`src/rtl/adder_tree_pkg.sv`:
```
// Shared constants, state encoding and width helpers
// for the adder tree driver and its interface.
package adder_tree_pkg;

   localparam int ADDER_WIDTH_DEF = 21;

   typedef enum logic [1:0] {
      FILL   = 2'd0,
      WAIT   = 2'd1,
      RESULT = 2'd2
   } state_t;

   // Wide enough to hold the exact sum of a full batch.
   function automatic int acc_width(int aw, int lanes);
      return aw + $clog2(lanes);
   endfunction

endpackage

```
`src/rtl/adder_tree_driver_if.sv`:
```
// Operand input stream and result output stream
// of the adder tree driver.
interface adder_tree_driver_if
   import adder_tree_pkg::*;
#(
   parameter int ADDER_WIDTH = ADDER_WIDTH_DEF,
   parameter int SUM_WIDTH   = ADDER_WIDTH + 1
);

   logic                   in_valid;
   logic                   in_ready;
   logic [ADDER_WIDTH-1:0] in_data;
   logic                   out_valid;
   logic                   out_ready;
   logic [SUM_WIDTH-1:0]   out_sum;

   // Environment side: supplies operands, consumes results.
   modport master (
      output in_valid, in_data, out_ready,
      input  in_ready, out_valid, out_sum
   );

   // Driver block side.
   modport slave (
      input  in_valid, in_data, out_ready,
      output in_ready, out_valid, out_sum
   );

endinterface

```
`src/rtl/adder_tree_driver.sv`:
```
// Collects a batch of operands for the adder tree, waits out
// its latency, returns its sum and flags any disagreement.
module adder_tree_driver
   import adder_tree_pkg::*;
#(
   parameter int ADDER_WIDTH  = ADDER_WIDTH_DEF,
   parameter int LANES        = 4,
   parameter int SUM_WIDTH    = ADDER_WIDTH + 1,
   parameter int TREE_LATENCY = 2
) (
   input  logic                         clk,
   input  logic                         rst_n,
   adder_tree_driver_if.slave           bus,
   output logic [LANES*ADDER_WIDTH-1:0] lane_data,
   input  logic [SUM_WIDTH-1:0]         tree_sum,
   output logic                         err_mismatch
);

   localparam int ACC_W = acc_width(ADDER_WIDTH, LANES);
   localparam int IDX_W = $clog2(LANES);
   localparam int WCW   = $clog2(TREE_LATENCY + 2);

   localparam logic [IDX_W-1:0] LAST = IDX_W'(LANES - 1);
   localparam logic [WCW-1:0]   WLAT = WCW'(TREE_LATENCY);
   // Only the low SUM_WIDTH bits take part in the check.
   localparam logic [ACC_W-1:0] SUM_MASK =
      {ACC_W{1'b1}} >> (ACC_W - SUM_WIDTH);

   state_t                 state, state_n;
   logic [IDX_W-1:0]       idx;
   logic [ACC_W-1:0]       acc;
   logic [WCW-1:0]         wait_cnt;
   logic [ADDER_WIDTH-1:0] lane [LANES];

   logic accept;
   logic last_acc;
   logic capture;
   logic handshake;
   logic mismatch;

   assign accept    = bus.in_valid && bus.in_ready;
   assign last_acc  = accept && (idx == LAST);
   assign capture   = (state == WAIT) && (wait_cnt == '0);
   assign handshake = bus.out_valid && bus.out_ready;
   assign mismatch  =
      |((acc ^ ACC_W'(tree_sum)) & SUM_MASK);

   for (genvar g = 0; g < LANES; g++) begin : g_lane
      assign lane_data[g*ADDER_WIDTH +: ADDER_WIDTH] = lane[g];
   end

   // State register.
   always_ff @(posedge clk or negedge rst_n) begin
      if (!rst_n) state <= FILL;
      else        state <= state_n;
   end

   // Next state; in_ready decoded from state alone.
   always_comb begin
      state_n      = state;
      bus.in_ready = 1'b0;
      unique case (state)
         FILL: begin
            bus.in_ready = 1'b1;
            if (last_acc) state_n = WAIT;
         end
         WAIT: begin
            if (wait_cnt == '0) state_n = RESULT;
         end
         RESULT: begin
            if (handshake) state_n = FILL;
         end
         default: state_n = FILL;
      endcase
   end

   // Lane buffer, accumulator, latency counter and result.
   always_ff @(posedge clk or negedge rst_n) begin
      if (!rst_n) begin
         idx           <= '0;
         acc           <= '0;
         wait_cnt      <= '0;
         bus.out_valid <= 1'b0;
         bus.out_sum   <= '0;
         err_mismatch  <= 1'b0;
         for (int i = 0; i < LANES; i++) lane[i] <= '0;
      end else begin
         if (accept) begin
            lane[idx] <= bus.in_data;
            idx       <= last_acc ? '0 : idx + 1'b1;
            acc       <= acc + ACC_W'(bus.in_data);
         end
         if (last_acc) wait_cnt <= WLAT;
         else if (state == WAIT && !capture)
            wait_cnt <= wait_cnt - 1'b1;
         if (capture) begin
            bus.out_sum   <= tree_sum;
            bus.out_valid <= 1'b1;
            if (mismatch) err_mismatch <= 1'b1;
         end
         if (state == RESULT && handshake) begin
            bus.out_valid <= 1'b0;
            acc           <= '0;
         end
      end
   end

endmodule

```
`src/flat_wrapper.sv`:
```
// flat-port wrapper written by rule: the top's interface ports become plain ports
module adder_tree_driver_flat import adder_tree_pkg::*;
#(
   parameter int ADDER_WIDTH  = ADDER_WIDTH_DEF,
   parameter int LANES        = 4,
   parameter int SUM_WIDTH    = ADDER_WIDTH + 1,
   parameter int TREE_LATENCY = 2
)
  (clk, rst_n, lane_data, tree_sum, err_mismatch, bus_in_valid, bus_in_data, bus_out_ready, bus_in_ready, bus_out_valid, bus_out_sum);
  adder_tree_driver_if #(.ADDER_WIDTH(ADDER_WIDTH), .SUM_WIDTH(SUM_WIDTH)) bus_i ();
  input  logic clk;
  input  logic rst_n;
  output logic [LANES*ADDER_WIDTH-1:0] lane_data;
  input  logic [SUM_WIDTH-1:0] tree_sum;
  output logic err_mismatch;
  input wire logic [$bits(bus_i.in_valid)-1:0] bus_in_valid;
  input wire logic [$bits(bus_i.in_data)-1:0] bus_in_data;
  input wire logic [$bits(bus_i.out_ready)-1:0] bus_out_ready;
  output wire logic [$bits(bus_i.in_ready)-1:0] bus_in_ready;
  output wire logic [$bits(bus_i.out_valid)-1:0] bus_out_valid;
  output wire logic [$bits(bus_i.out_sum)-1:0] bus_out_sum;
  assign bus_i.in_valid = bus_in_valid;
  assign bus_i.in_data = bus_in_data;
  assign bus_i.out_ready = bus_out_ready;
  assign bus_in_ready = bus_i.in_ready;
  assign bus_out_valid = bus_i.out_valid;
  assign bus_out_sum = bus_i.out_sum;
  adder_tree_driver #(.ADDER_WIDTH(ADDER_WIDTH), .LANES(LANES), .SUM_WIDTH(SUM_WIDTH), .TREE_LATENCY(TREE_LATENCY)) u_core (.clk(clk), .rst_n(rst_n), .bus(bus_i), .lane_data(lane_data), .tree_sum(tree_sum), .err_mismatch(err_mismatch));
endmodule
```
`config.mk`:
```
export PLATFORM = sky130hd
export DESIGN_NAME = adder_tree_driver_flat
export DESIGN_NICKNAME = d
export VERILOG_FILES = /design/src/rtl/adder_tree_pkg.sv /design/src/rtl/adder_tree_driver_if.sv /design/src/rtl/adder_tree_driver.sv /design/src/flat_wrapper.sv
export SDC_FILE = /design/constraint.sdc
export NUM_CORES = 1
export LEC_CHECK = 0
export CORE_ASPECT_RATIO = 1.1
export CORE_MARGIN = 2
export CORE_UTILIZATION = 50
export CTS_CLUSTER_DIAMETER = 200
export DETAILED_ROUTE_END_ITERATION = 8
export PLACE_DENSITY = 0.77
export SYNTH_ARGS = -nofsm -noshare
export SYNTH_HDL_FRONTEND = slang
export SYNTH_SLANG_ARGS = --single-unit
```
`constraint.sdc`:
```
create_clock -name clk -period 2.7 [get_ports clk]
set_input_delay 0.81 -clock clk [delete_from_list [all_inputs] [get_ports clk]]
set_output_delay 0.81 -clock clk [all_outputs]
set_load 0.02 [all_outputs]
```
==> summary.json <==
{
  "worst_setup_path": {
    "crit-reg2reg-capture": "u_core.acc[18]",
    "critical_path.startpoint_type": "input pin",
    "critical_path.endpoint_type": "flip-flop",
    "r2r_setup_slack_ps": 390,
    "worst_ep_arrival_time_ps": 2920,
    "reg2regPathDepth": 10,
    "crit_required_ps": 3010,
    "path_class": "in -> reg",
    "r2r-start": "u_core.acc[0]",
    "critical_path_peak_fanout": 4
  },
  "yosys": {
    "synth_enable_flop_cells": 0,
    "synth-main-ff-cell": "sky130_fd_sc_hd__dfrtp_1",
    "ys_seq_area_share_pct": 53.5,
    "flop_and_latch_count_out_of_synthesis": 136,
    "synth_cell_types": 46,
    "synthesis.nets": 586,
    "synthDominantCellAreaShare_pct": 53.5,
    "synth.top_cells.by_area": "sky130_fd_sc_hd__dfrtp_1, sky130_fd_sc_hd__mux2_2, sky130_fd_sc_hd__ha_1",
    "synthCells": 512,
    "yosysWarningCount": 0,
    "synth_area_per_cell_um2": 12.4,
    "post_synthesis_cell_area_mm2": 0.00636,
    "synth-async-reset-ratio_pct": 100,
    "synth_area_leader_cell": "sky130_fd_sc_hd__dfrtp_1"
  },
  "route": {
    "final_antenna_net_count": 0,
    "met3RoutedLength_um": 956,
    "detailed_routing_wirelength_on_met1_mm": 6.95,
    "drtPass1Iterations": 4,
    "route.final.wire_length_mm": 16.9,
    "route.met2.wl_mm": 8.68,
    "maxUsedRoutingLayer": "met4",
    "dr_total_vias": 4869,
    "route.detailed.wl_per_inst_um": 18.6,
    "post_drt_via_cell_ratio": 5.38,
    "drc_errors": 0,
    "detail_route.iter0.violations": 246
  },
  "cells_and_area": {
    "finalNetCount": 809,
    "fillCellCount": 841,
    "post-route-util_pct": 73.9,
    "sequential_cell_area_mm2": 0.00340,
    "final_cell_mix": "sky130_fd_sc_hd__clkdlybuf4s50_1, sky130_fd_sc_hd__dfrtp_1, sky130_fd_sc_hd__mux2_2, sky130_fd_sc_hd__buf_4, sky130_fd_sc_hd__nand2_1",
    "multi_input_area_mm2": 0.00290,
    "num_antenna_cells": 0,
    "fraction_of_layout_cells_with_a_size_suffix_above_1_pct": 29.5,
    "final_common_cell": "sky130_fd_sc_hd__clkdlybuf4s50_1",
    "area_growth_syn_to_layout_pct": 45.5
  },
  "placed_design": {
    "gp_weighted_congestion": 0.933,
    "port_buffers": 155,
    "dp.final_hpwl_mm": 12.3,
    "dp_slack_ps": -456
  },
  "die": {
    "design.portCount": 156,
    "core_area_mm2": 0.0125,
    "dieHeight_um": 122,
    "start_util_pct": 50.8,
    "die_wd_um": 112,
    "number_of_core_rows": 43,
    "die-area_mm2": 0.0136
  },
  "timing": {
    "fin_crit_sh_pct": 96.9,
    "worst-slew-pin-transition_ps": 798,
    "drv_slew": 0,
    "final_period_minus_worst_setup_slack_ps": 2620,
    "max-slew-margin-rel_pct": 46.8,
    "unrepaired_setup_endpoints_after_global_routing": "no",
    "hold_violations": 0,
    "postLayoutSetupSlackWorst_ps": 83.6,
    "clock_skew_ps": 9.33,
    "setup_viol": 0,
    "fmax_mhz": 382,
    "final.hold.worst_slack_ps": 330
  },
  "run": {
    "max-cap-violations": 0
  },
  "cts": {
    "cts.clk_slew.worst_paths_ps": 60,
    "clkLatencyLatePin_ps": 420,
    "cts.path.max_buffers": 2,
    "cts_inserted_buffers": 17,
    "cts_tree": "done",
    "cts_max_level": 4,
    "cts_sink_cnt": 136,
    "clockRootBuffer": "sky130_fd_sc_hd__clkbuf_16"
  },
  "global_routing": {
    "grt_util_all_layers_pct": 25.3,
    "grt_pass1_vias": 5154,
    "grt_pass1_wl_mm": 26.8,
    "grt_max_degree": 57,
    "overflow": 0,
    "antenna_found_initial": 0
  },
  "worst_hold_path": {
    "holdCritPathClass": "in -> async"
  },
  "power_and_ir_drop": {
    "leakagePower_nw": 4.08,
    "power.ir.vdd_worst_mv": 0.801,
    "power-per-cell-area_mw_per_mm2": 1390
  },
  "run_status": {
    "outcome": "completed"
  }
}
[registers in the layout (all words and copies together), names as in the netlist]
register	flops
u_core.idx	2
u_core.acc	22
u_core.wait_cnt	2
u_core.err_mismatch	1
u_core.lane_data	84
u_core.bus.out_sum	22
u_core.bus.out_valid	1
u_core.state	2
[final cells by class]
type	instances	share of cell area (%)
Clock buffer	20	4.93
Clock inverter	12	1.88
Inverter	10	0.405
Multi-Input combinational cell	347	31.3
Sequential cell	136	36.7
Tap cell	157	2.12
Timing Repair Buffer	223	22.7
[kinds of logic (layout without fill, tap and decap cells)]
group                    Yosys count  after routing  share of synthesized area, %
multiplexers                     107            107                          18.9
AO/OA/AOI/OAI                     79             79                          7.81
XOR/XNOR                          40             40                          5.51
adder cells (fa/ha/maj)           27             27                          5.43
flip-flops                       136            136                          53.5
AND/OR/NAND/NOR                   94             94                          6.92
buffers and inverters             29            265                          1.97
[cell usage after synthesis (8+ instances only)]
cell and n:
sky130_fd_sc_hd__nand3_1 11, sky130_fd_sc_hd__mux2_2 105, sky130_fd_sc_hd__xnor2_1 10, sky130_fd_sc_hd__nor2_1 12
sky130_fd_sc_hd__nand2_1 44, sky130_fd_sc_hd__o21ai_0 27, sky130_fd_sc_hd__inv_1 10, sky130_fd_sc_hd__dfrtp_1 136
sky130_fd_sc_hd__a21oi_1 22, sky130_fd_sc_hd__ha_1 26, sky130_fd_sc_hd__clkbuf_1 8, sky130_fd_sc_hd__buf_2 10
sky130_fd_sc_hd__xor2_1 30
[what timing repair did]
item,in CTS,in global routing
hold buffers,0,0
buffers inserted,0,2
pin swaps,1,3
endpoints found under the setup margin,3,8
gates resized for setup,3,10
[metal layers]
| layer | track usage, % | vias up |
|---|---|---|
| met2 | 43.6 | 139 |
| met3 | 6.32 | 21 |
| met5 | 0 | - |
| li1 | - | 2274 |
| met1 | 31.2 | 2435 |
| met4 | 9.41 | 0 |
[how the worst max path moves through the flow]
stage / from / to / slack, ps / depth (start not counted)
2_1_floorplan: bus_in_data[0] / u_core.acc[18] / 180 / 10
3_3_place_gp: bus_in_data[0] / u_core.acc[18] / -390 / 11
3_5_place_dp: bus_in_data[0] / u_core.acc[18] / -460 / 11
4_1_cts: bus_in_data[0] / u_core.acc[18] / 50 / 11
5_1_grt: bus_in_data[2] / u_core.acc[8] / 9 / 10
6_report: bus_in_data[2] / u_core.acc[14] / 80 / 10
[where the power goes]
| group | internal (mW) | switching (mW) | leakage, nW | total, mW |
|---|---|---|---|---|
| combinational | 3.41 | 3.18 | 2.16 | 6.59 |
| clock | 1.59 | 0.843 | 0.298 | 2.43 |
| sequential | 3.08 | 0.726 | 1.62 | 3.81 |
[critical path, stage by stage]
cell and delay [ps]:
sky130_fd_sc_hd__clkdlybuf4s50_1 440, sky130_fd_sc_hd__ha_1 350, sky130_fd_sc_hd__nor2b_2 170, sky130_fd_sc_hd__o211ai_1 160, sky130_fd_sc_hd__nand2_1 130, sky130_fd_sc_hd__a21o_4 240
sky130_fd_sc_hd__buf_4 150, sky130_fd_sc_hd__a41oi_1 240, sky130_fd_sc_hd__xor2_1 170, sky130_fd_sc_hd__o21ai_1 70
[per-stage QoR]
step | cells | instance area (um2) | total power, mW | setup TNS [ps]
6_report | 905 | 9260 | 12.8 | 0
3_3_place_gp | 871 | 8550 | 10.0 | -3160
5_1_grt | 905 | 9260 | 13.5 | 0
4_1_cts | 903 | 9180 | 12.8 | 0
3_5_place_dp | 871 | 8550 | 10.3 | -4150
2_1_floorplan | 512 | 6360 | 7.24 | 0
No activity file was read; power rests on OpenSTA's default activity.
